--- config.mk ---
export PLATFORM = sky130hd
export DESIGN_NAME = ysyx_23060201_lsu
export DESIGN_NICKNAME = d
export VERILOG_FILES = /design/src/rtl/ysyx_23060201_lsu.sv
export SDC_FILE = /design/constraint.sdc
export NUM_CORES = 1
export LEC_CHECK = 0
export CAP_MARGIN = 10
export CORE_MARGIN = 5
export CORE_UTILIZATION = 42
export DETAILED_ROUTE_END_ITERATION = 16
export GPL_TIMING_DRIVEN = 0
export PLACE_DENSITY = 0.77
export SYNTH_ARGS = -nofsm -noshare
export SYNTH_HDL_FRONTEND = slang
export SYNTH_SLANG_ARGS = --single-unit
export TNS_END_PERCENT = 100
--- constraint.sdc ---
create_clock -name clk -period 6.2 [get_ports clk]
set_input_delay 1.24 -clock clk [delete_from_list [all_inputs] [get_ports clk]]
set_output_delay 1.24 -clock clk [all_outputs]
set_load 0.05 [all_outputs]
--- src/rtl/ysyx_23060201_lsu.sv ---
// Load/store unit: one request at a time, word-aligned memory port with byte lanes,
// aligned/extended load return. Define LSU_MISALIGN_TRAP_EN to trap misaligned accesses.
module ysyx_23060201_lsu #(
    parameter int MEM_ADDR_WIDTH = 32,
    parameter int DATA_WIDTH     = 32,
    parameter int MEM_LAT        = 1
) (
    input  logic                      clk,
    input  logic                      rst,
    input  logic                      req_valid,
    output logic                      req_ready,
    input  logic                      req_wen,
    input  logic [2:0]                req_funct3,
    input  logic [MEM_ADDR_WIDTH-1:0] req_addr,
    input  logic [DATA_WIDTH-1:0]     req_wdata,
    output logic                      resp_valid,
    input  logic                      resp_ready,
    output logic [DATA_WIDTH-1:0]     resp_rdata,
    output logic                      resp_err,
    output logic                      mem_ren,
    output logic [MEM_ADDR_WIDTH-1:0] mem_raddr,
    output logic [7:0]                mem_rmask,
    input  logic [DATA_WIDTH-1:0]     mem_rdata,
    output logic                      mem_wen,
    output logic [MEM_ADDR_WIDTH-1:0] mem_waddr,
    output logic [7:0]                mem_wmask,
    output logic [DATA_WIDTH-1:0]     mem_wdata
);

    localparam int CNT_W = (MEM_LAT > 1) ? $clog2(MEM_LAT) : 1;
    localparam logic [CNT_W-1:0] CNT_INIT = CNT_W'(MEM_LAT - 1);
    localparam logic [CNT_W-1:0] CNT_ZERO = {CNT_W{1'b0}};
    localparam logic [CNT_W-1:0] CNT_ONE  = CNT_W'(1);

    typedef enum logic [1:0] {
        ST_IDLE   = 2'd0,
        ST_ACCESS = 2'd1,
        ST_RESP   = 2'd2
    } state_t;

    // Access size encoding: 00 byte, 01 halfword, 10 word
    function automatic logic [3:0] lane_mask(input logic [1:0] size, input logic [1:0] off);
        logic [3:0] m;
        case (size)
            2'b00:   m = 4'b0001 << off;
            2'b01:   m = 4'b0011 << off;
            default: m = 4'b1111;
        endcase
        return m;
    endfunction

    function automatic logic [DATA_WIDTH-1:0] load_align(input logic [1:0] size,
                                                         input logic uns,
                                                         input logic [DATA_WIDTH-1:0] rdata,
                                                         input logic [1:0] off);
        logic [DATA_WIDTH-1:0] sh;
        logic [DATA_WIDTH-1:0] res;
        sh = rdata >> {off, 3'b000};
        case (size)
            2'b00: begin
                if (uns) res = {{(DATA_WIDTH-8){1'b0}}, sh[7:0]};
                else     res = {{(DATA_WIDTH-8){sh[7]}}, sh[7:0]};
            end
            2'b01: begin
                if (uns) res = {{(DATA_WIDTH-16){1'b0}}, sh[15:0]};
                else     res = {{(DATA_WIDTH-16){sh[15]}}, sh[15:0]};
            end
            default: res = sh;
        endcase
        return res;
    endfunction

`ifdef LSU_MISALIGN_TRAP_EN
    function automatic logic is_misaligned(input logic [1:0] size, input logic [1:0] off);
        logic mis;
        case (size)
            2'b00:   mis = 1'b0;
            2'b01:   mis = off[0];
            default: mis = (off != 2'b00);
        endcase
        return mis;
    endfunction
`else
    function automatic logic [1:0] align_off(input logic [1:0] size, input logic [1:0] off);
        logic [1:0] o;
        case (size)
            2'b00:   o = off;
            2'b01:   o = {off[1], 1'b0};
            default: o = 2'b00;
        endcase
        return o;
    endfunction
`endif

    state_t                      state_r;
    logic [CNT_W-1:0]            cnt_r;
    logic                        wen_r;
    logic [1:0]                  size_r;
    logic                        uns_r;
    logic [1:0]                  off_r;
    logic                        req_ready_r;
    logic                        resp_valid_r;
    logic [DATA_WIDTH-1:0]       resp_rdata_r;
    logic                        resp_err_r;
    logic                        mem_ren_r;
    logic [MEM_ADDR_WIDTH-1:0]   mem_raddr_r;
    logic [7:0]                  mem_rmask_r;
    logic                        mem_wen_r;
    logic [MEM_ADDR_WIDTH-1:0]   mem_waddr_r;
    logic [7:0]                  mem_wmask_r;
    logic [DATA_WIDTH-1:0]       mem_wdata_r;

    logic [1:0]                  req_size_s;
    logic [1:0]                  req_off_s;
    logic                        req_err_s;
    logic [3:0]                  req_mask_s;
    logic [MEM_ADDR_WIDTH-1:0]   req_word_addr_s;

    // Decode the incoming request: size, effective lane offset, mask and error
    always_comb begin
        req_size_s      = 2'b10;
        req_off_s       = 2'b00;
        req_err_s       = 1'b0;
        req_mask_s      = 4'b0000;
        req_word_addr_s = {req_addr[MEM_ADDR_WIDTH-1:2], 2'b00};
        if (req_funct3[1:0] == 2'b11) begin
            req_size_s = 2'b10;
        end else begin
            req_size_s = req_funct3[1:0];
        end
`ifdef LSU_MISALIGN_TRAP_EN
        req_off_s = req_addr[1:0];
        req_err_s = is_misaligned(req_size_s, req_addr[1:0]);
`else
        req_off_s = align_off(req_size_s, req_addr[1:0]);
        req_err_s = 1'b0;
`endif
        req_mask_s = lane_mask(req_size_s, req_off_s);
    end

    // Transaction FSM with all outputs registered
    always_ff @(posedge clk or posedge rst) begin
        if (rst) begin
            state_r      <= ST_IDLE;
            cnt_r        <= CNT_ZERO;
            wen_r        <= 1'b0;
            size_r       <= 2'b00;
            uns_r        <= 1'b0;
            off_r        <= 2'b00;
            req_ready_r  <= 1'b1;
            resp_valid_r <= 1'b0;
            resp_rdata_r <= {DATA_WIDTH{1'b0}};
            resp_err_r   <= 1'b0;
            mem_ren_r    <= 1'b0;
            mem_raddr_r  <= {MEM_ADDR_WIDTH{1'b0}};
            mem_rmask_r  <= 8'h00;
            mem_wen_r    <= 1'b0;
            mem_waddr_r  <= {MEM_ADDR_WIDTH{1'b0}};
            mem_wmask_r  <= 8'h00;
            mem_wdata_r  <= {DATA_WIDTH{1'b0}};
        end else begin
            case (state_r)
                ST_IDLE: begin
                    if (req_valid) begin
                        wen_r       <= req_wen;
                        size_r      <= req_size_s;
                        uns_r       <= req_funct3[2];
                        off_r       <= req_off_s;
                        req_ready_r <= 1'b0;
                        if (req_err_s) begin
                            // Trapped request: answer immediately without touching memory
                            state_r      <= ST_RESP;
                            resp_valid_r <= 1'b1;
                            resp_err_r   <= 1'b1;
                            resp_rdata_r <= {DATA_WIDTH{1'b0}};
                        end else begin
                            state_r <= ST_ACCESS;
                            cnt_r   <= CNT_INIT;
                            if (req_wen) begin
                                mem_wen_r   <= 1'b1;
                                mem_waddr_r <= req_word_addr_s;
                                mem_wmask_r <= {4'b0000, req_mask_s};
                                mem_wdata_r <= req_wdata << {req_off_s, 3'b000};
                            end else begin
                                mem_ren_r   <= 1'b1;
                                mem_raddr_r <= req_word_addr_s;
                                mem_rmask_r <= {4'b0000, req_mask_s};
                            end
                        end
                    end else begin
                        req_ready_r <= 1'b1;
                    end
                end
                ST_ACCESS: begin
                    if (wen_r) begin
                        mem_wen_r    <= 1'b0;
                        mem_waddr_r  <= {MEM_ADDR_WIDTH{1'b0}};
                        mem_wmask_r  <= 8'h00;
                        mem_wdata_r  <= {DATA_WIDTH{1'b0}};
                        resp_valid_r <= 1'b1;
                        resp_rdata_r <= {DATA_WIDTH{1'b0}};
                        state_r      <= ST_RESP;
                    end else if (cnt_r == CNT_ZERO) begin
                        mem_ren_r    <= 1'b0;
                        mem_raddr_r  <= {MEM_ADDR_WIDTH{1'b0}};
                        mem_rmask_r  <= 8'h00;
                        resp_valid_r <= 1'b1;
                        resp_rdata_r <= load_align(size_r, uns_r, mem_rdata, off_r);
                        state_r      <= ST_RESP;
                    end else begin
                        cnt_r <= cnt_r - CNT_ONE;
                    end
                end
                ST_RESP: begin
                    if (resp_ready) begin
                        resp_valid_r <= 1'b0;
                        resp_err_r   <= 1'b0;
                        resp_rdata_r <= {DATA_WIDTH{1'b0}};
                        req_ready_r  <= 1'b1;
                        state_r      <= ST_IDLE;
                    end else begin
                        resp_valid_r <= 1'b1;
                    end
                end
                default: begin
                    state_r      <= ST_IDLE;
                    req_ready_r  <= 1'b1;
                    resp_valid_r <= 1'b0;
                    resp_err_r   <= 1'b0;
                    resp_rdata_r <= {DATA_WIDTH{1'b0}};
                    mem_ren_r    <= 1'b0;
                    mem_wen_r    <= 1'b0;
                end
            endcase
        end
    end

    assign req_ready  = req_ready_r;
    assign resp_valid = resp_valid_r;
    assign resp_rdata = resp_rdata_r;
    assign resp_err   = resp_err_r;
    assign mem_ren    = mem_ren_r;
    assign mem_raddr  = mem_raddr_r;
    assign mem_rmask  = mem_rmask_r;
    assign mem_wen    = mem_wen_r;
    assign mem_waddr  = mem_waddr_r;
    assign mem_wmask  = mem_wmask_r;
    assign mem_wdata  = mem_wdata_r;

endmodule

Word-level counts from Yosys, hierarchy flattened:

Cells that the tools add are included.
W data, S select, Z words.

* flip-flop bits (word level): 158
* bits of input ports: 104
* output and inout bits: 149
* logic and storage cells: 113

* add/subtract/negate cells: 1
* bitwise gates (word level): 4
* eq/ne operators: 13
* reductions and logical operators: 16
* mux-type cells: 58
* shift-type cells: 4

Operators by type and width (count)
* $mux W32: 14
* $pmux W32 S2: 4
* $pmux W32 S3: 1
* $mux W8: 7
* $pmux W8 S2: 2
* $shl A32 B5 Y32: 1
* $shr A32 B5 Y32: 1
* $mux W1: 16
* $ne A2 B2 Y1 const B: 7
* $pmux W1 S3: 4
* $mux W2: 5
* $reduce_and A5 Y1: 2
* $reduce_and A3 Y1: 3
* $pmux W4 S2: 1
* $reduce_and A2 Y1: 4
* $reduce_and A4 Y1: 2
* $eq A2 B1 Y1 const B: 3
* $logic_not A2 Y1: 3
* $pmux W2 S3: 1
* $eq A2 B2 Y1 const B: 2
* $not A1 Y1: 4
* $pmux W1 S2: 2
* $pmux W2 S2: 1
* $shl A1 B2 Y4 const A: 1
* other kinds (5): 5

Logic depth before layout (Yosys ltp):

* word-level depth: 9
* gate-level depth with buffers: 10
* depth with buffers taken out: 6

Worst setup path before layout:

No wires, ideal clock.

* path type: input-to-reg
* start: input req_funct3[0]
* end: register mem_wdata_r[31] (netlist: mem_wdata[31])
* arrival time: 2382 ps
* setup time: 122 ps
* required time: 6078 ps
* setup slack: 3696 ps
* buffers on the path: 2
* stages: 5
* path through: nor3b_1 > buf_4 > buf_2 > nand2_1 > a32o_1

* cells in the longest elaborated chain, start to end: 8

Ends and longest elaborated chain
* from (decl): RTL line 13 `input logic [2:0] req_funct3,`
* $eq A2 B2 Y1: RTL line 126 `if (req_funct3[1:0] == 2'b11) begin`
* $mux W2 (*): RTL line 126
* $eq A2 B1 Y1 or $logic_not A2 Y1 (tied branches): RTL line 86 `case (size)`
* $pmux W2 S2 (*): RTL line 86
* $shl A32 B5 Y32 (*): RTL line 183 `mem_wdata_r <= req_wdata << {req_off_s, 3'b000};`
* $mux W32 (*): RTL line 179 `if (req_wen) begin`
* $mux W32 (*): RTL line 164 `if (req_valid) begin`
* $pmux W32 S2 (*): RTL line 162 `case (state_r)`
* to (signal assigned): RTL line 160 `mem_wdata_r <= {DATA_WIDTH{1'b0}};`
* to (signal assigned): RTL line 183
* to (signal assigned): RTL line 199 `mem_wdata_r <= {DATA_WIDTH{1'b0}};`
* to (decl): RTL line 111 `logic [DATA_WIDTH-1:0] mem_wdata_r;`

Every way passes the cells marked *; elsewhere a longest branch is shown, timed or not. The select of a mux whose other input is x is not followed.
A chain may end at the register's enable or synchronous reset.

Worst setup path in the final report:

* start: register req_ready_r (netlist: req_ready)
* end: output req_ready

RTL lines
* from (decl): RTL line 101 `logic req_ready_r;`
* from (signal assigned): RTL line 150 `req_ready_r <= 1'b1;`
* from (signal assigned): RTL line 169 `req_ready_r <= 1'b0;`
* from (signal assigned): RTL line 191 `req_ready_r <= 1'b1;`
* to (decl): RTL line 11 `output logic req_ready,`

No word-level cell between the ends.

==> out/results.ini <==
[status]
status=finished clean

[clocking]
hold_buffers=0
postCtsSetupRepairBufs=0
clkTransAtPathRegs_ns=0.07
cts_max_level=4
cts_sinks=144
clockRootBuffer=clkbuf_16
cts_tree=built
cts_made_buffers=17
clockBufferDepth=2
clkLatencyLatePin_ns=0.42
ctsResizeCount=0

[cells_and_area]
final_nets=998
antenna_cells=0
drive_above_1_share=0.111
final_core_util=0.634
area_growth_pct=50.4
fin_cells=1119
final_area_sq_um=9970

[pwr]
total_power_mw=6.27
powerDensity_nw_per_um2=629
ir_drop_v=0.000383
p_leak_nw=4.25

[die]
start_util=0.422
fp.dieH_microns=136
fp.dieArea_sq_um=18400
io_pins=253
rows=46
die_x_microns=136
coreArea_sq_um=15700

[grt]
grt_pass1_wl_microns=32400
grt_max_degree=98
grt_pass1_vias=5945
grt_usage=0.228
grt_overflow_total=0
antenna_found_initial=0

[drt]
drc=0
routed_wl_microns=20900
viasPerCell=5.18
wire_per_inst_microns=18.6
drtIter0Drc=277
num_vias=5796
first_pass_iters=5
ant_nets=0

[worst_hold_path]
hp-class=flip-flop to flip-flop

[yosys]
synth_ff_type=dfrtp_1
synth_warnings=0
syn_avg_cell_area_sq_um=10.7
ys_seq_area_frac=0.544
synth_edf_count=0
netlist_instances=619
ys_ff_latch=144
yosys.cell_types.count=43
synth_area_sq_um=6630
ys_async_sr_fraction=1.00

[timing]
rsz0062_at_grt=false
slew_headroom=0.516
skew_ns=0.00665
period_needed_ns=3.01
fin_crit_sh=0.486
setup_viol_count_final=0
worstMarginPinSlew_ns=0.720
hold_viol=0
timing.fmax_mhz=332
slew_viol_final=0

[worst_setup_path]
critPathBufInv=1
critPathKind=flip-flop to output port
rrSetupSlack_ns=3.77
cp.arrival_ns=1.77
end_kind=output port
critPathSlowestCell=clkdlybuf4s50_1
path_delay_family=buffers and inverters
crit_path_start_kind=flip-flop
worstPathCellList=clkdlybuf4s50_1
cp_max_fo=2
critical_path_required_ns=4.96
cp_slowest_stage_delay_ns=0.82

[placed_design]
portBuffers=239
dpl-instance-area_sq_um=9370
place_congestion=0.873
dp_hpwl_microns=15300
dp_cells=1087

[job]
maxCapViolations=0

==> placed cells by master (no fill, tap or decap), types with 2 or more instances in the layout <==
cell type,count
clkdlybuf4s50_1,239
dfrtp_1,143
o21ai_0,97
nand2_1,96
mux2i_1,45
nand2b_1,37
clkbuf_1,26
a22o_1,23
mux2_2,18
clkbuf_16,17
buf_4,14
a21oi_1,14
nor2_1,13
conb_1,13
buf_2,11
a221o_2,10
o2bb2ai_1,8
nand3b_1,8
inv_6,6
a221o_1,6
buf_1,4
nor2b_1,4
inv_1,4
ha_1,4
clkinvlp_4,4
nor3_1,3
a211o_1,3
buf_6,3
o21bai_1,2
nor3_2,2
o32a_1,2
or2_2,2
bufinv_16,2
inv_8,2
clkinv_4,2
==> metrics by stage <==
| step | worst slack, ns | hold WS, ns | setup TNS [ns] |
|---|---|---|---|
| after floorplan | 1.10 | 0.487 | 0 |
| after global placement | -1.03 | 0.457 | -145.59 |
| after detailed placement | 2.85 | 0.466 | 0 |
| after CTS | 3.17 | 0.482 | 0 |
| after global routing | 3.12 | 0.496 | 0 |
| final | 3.19 | 0.476 | 0 |
==> flip-flops by register name (all words and copies together) (netlist names), 4 cells and up <==
name and flops:
mem_raddr 30, mem_rmask 4, mem_waddr 30, mem_wdata 32, mem_wmask 4, resp_rdata 32
==> final timing paths <==
check                              from            end  cells after the start
max                           req_ready      req_ready                      1
min                        mem_raddr[9]   mem_raddr[9]                      2
max reg2reg                  state_r[1]  mem_wdata[22]                      6
min reg2reg                mem_raddr[9]   mem_raddr[9]                      2
max in group asynchronous           rst  mem_wdata[26]                      3
min in group asynchronous           rst  resp_rdata[8]                      2
==> layout make-up <==
cell class	instances	area [sq um]
plain buffers	58	307
inverters	5	23.8
clock buffers	17	425
well taps	216	270
multi-input cells	424	2750
clock inverters	15	174
fillers	1298	5740
repair buffers	240	2420
flip-flops and latches	144	3600
==> synthesized netlist by cell type (all sizes together) (2+ instances only) <==
master   count  area, sq um
or2          2         12.5
mux2        18          203
dfrtp      143         3580
a22o        23          201
inv          5         18.8
o2bb2ai      8         70.1
a211o        3         26.3
clkbuf      26         97.6
a21oi       14         70.1
o21bai       2         15.0
buf         32          209
nand2b      37          231
o32a         2         20.0
ha           4         50.1
nand2       96          360
nor3b        2         20.0
mux2i       45          450
o21ai       97          485
nand3b       8         60.1
a221o       16          173
nor3         5         35.0
nor2        14         55.1
nor2b        4         25.0
==> metal layers <==
layer  track usage  up-vias  routed length, microns
met5             0        -                       0
met4        0.0845        0                     529
met3        0.0702       36                    1770
met2         0.366      231                    9950
met1         0.290     2820                    8610
li1              -     2709                       -
==> where the power goes <==
group | internal [mW] | total (mW) | leakage (nW) | switching [mW]
clock | 0.605 | 1.04 | 0.281 | 0.439
combinational | 1.18 | 3.64 | 2.08 | 2.46
sequential | 1.35 | 1.58 | 1.88 | 0.233
==> kinds of logic (layout without fill, tap and decap cells) <==
kind of cell             Yosys count  after routing  share of synthesized area
AND/OR/NAND/NOR                  172            172                      0.127
AO/OA/AOI/OAI                    171            171                      0.171
flip-flops                       144            144                      0.544
multiplexers                      64             64                      0.102
buffers and inverters             63            335                     0.0491
adder cells (fa/ha/maj)            4              4                    0.00755
other                              1             13                   0.000566
(Power assumes the default switching activity.)
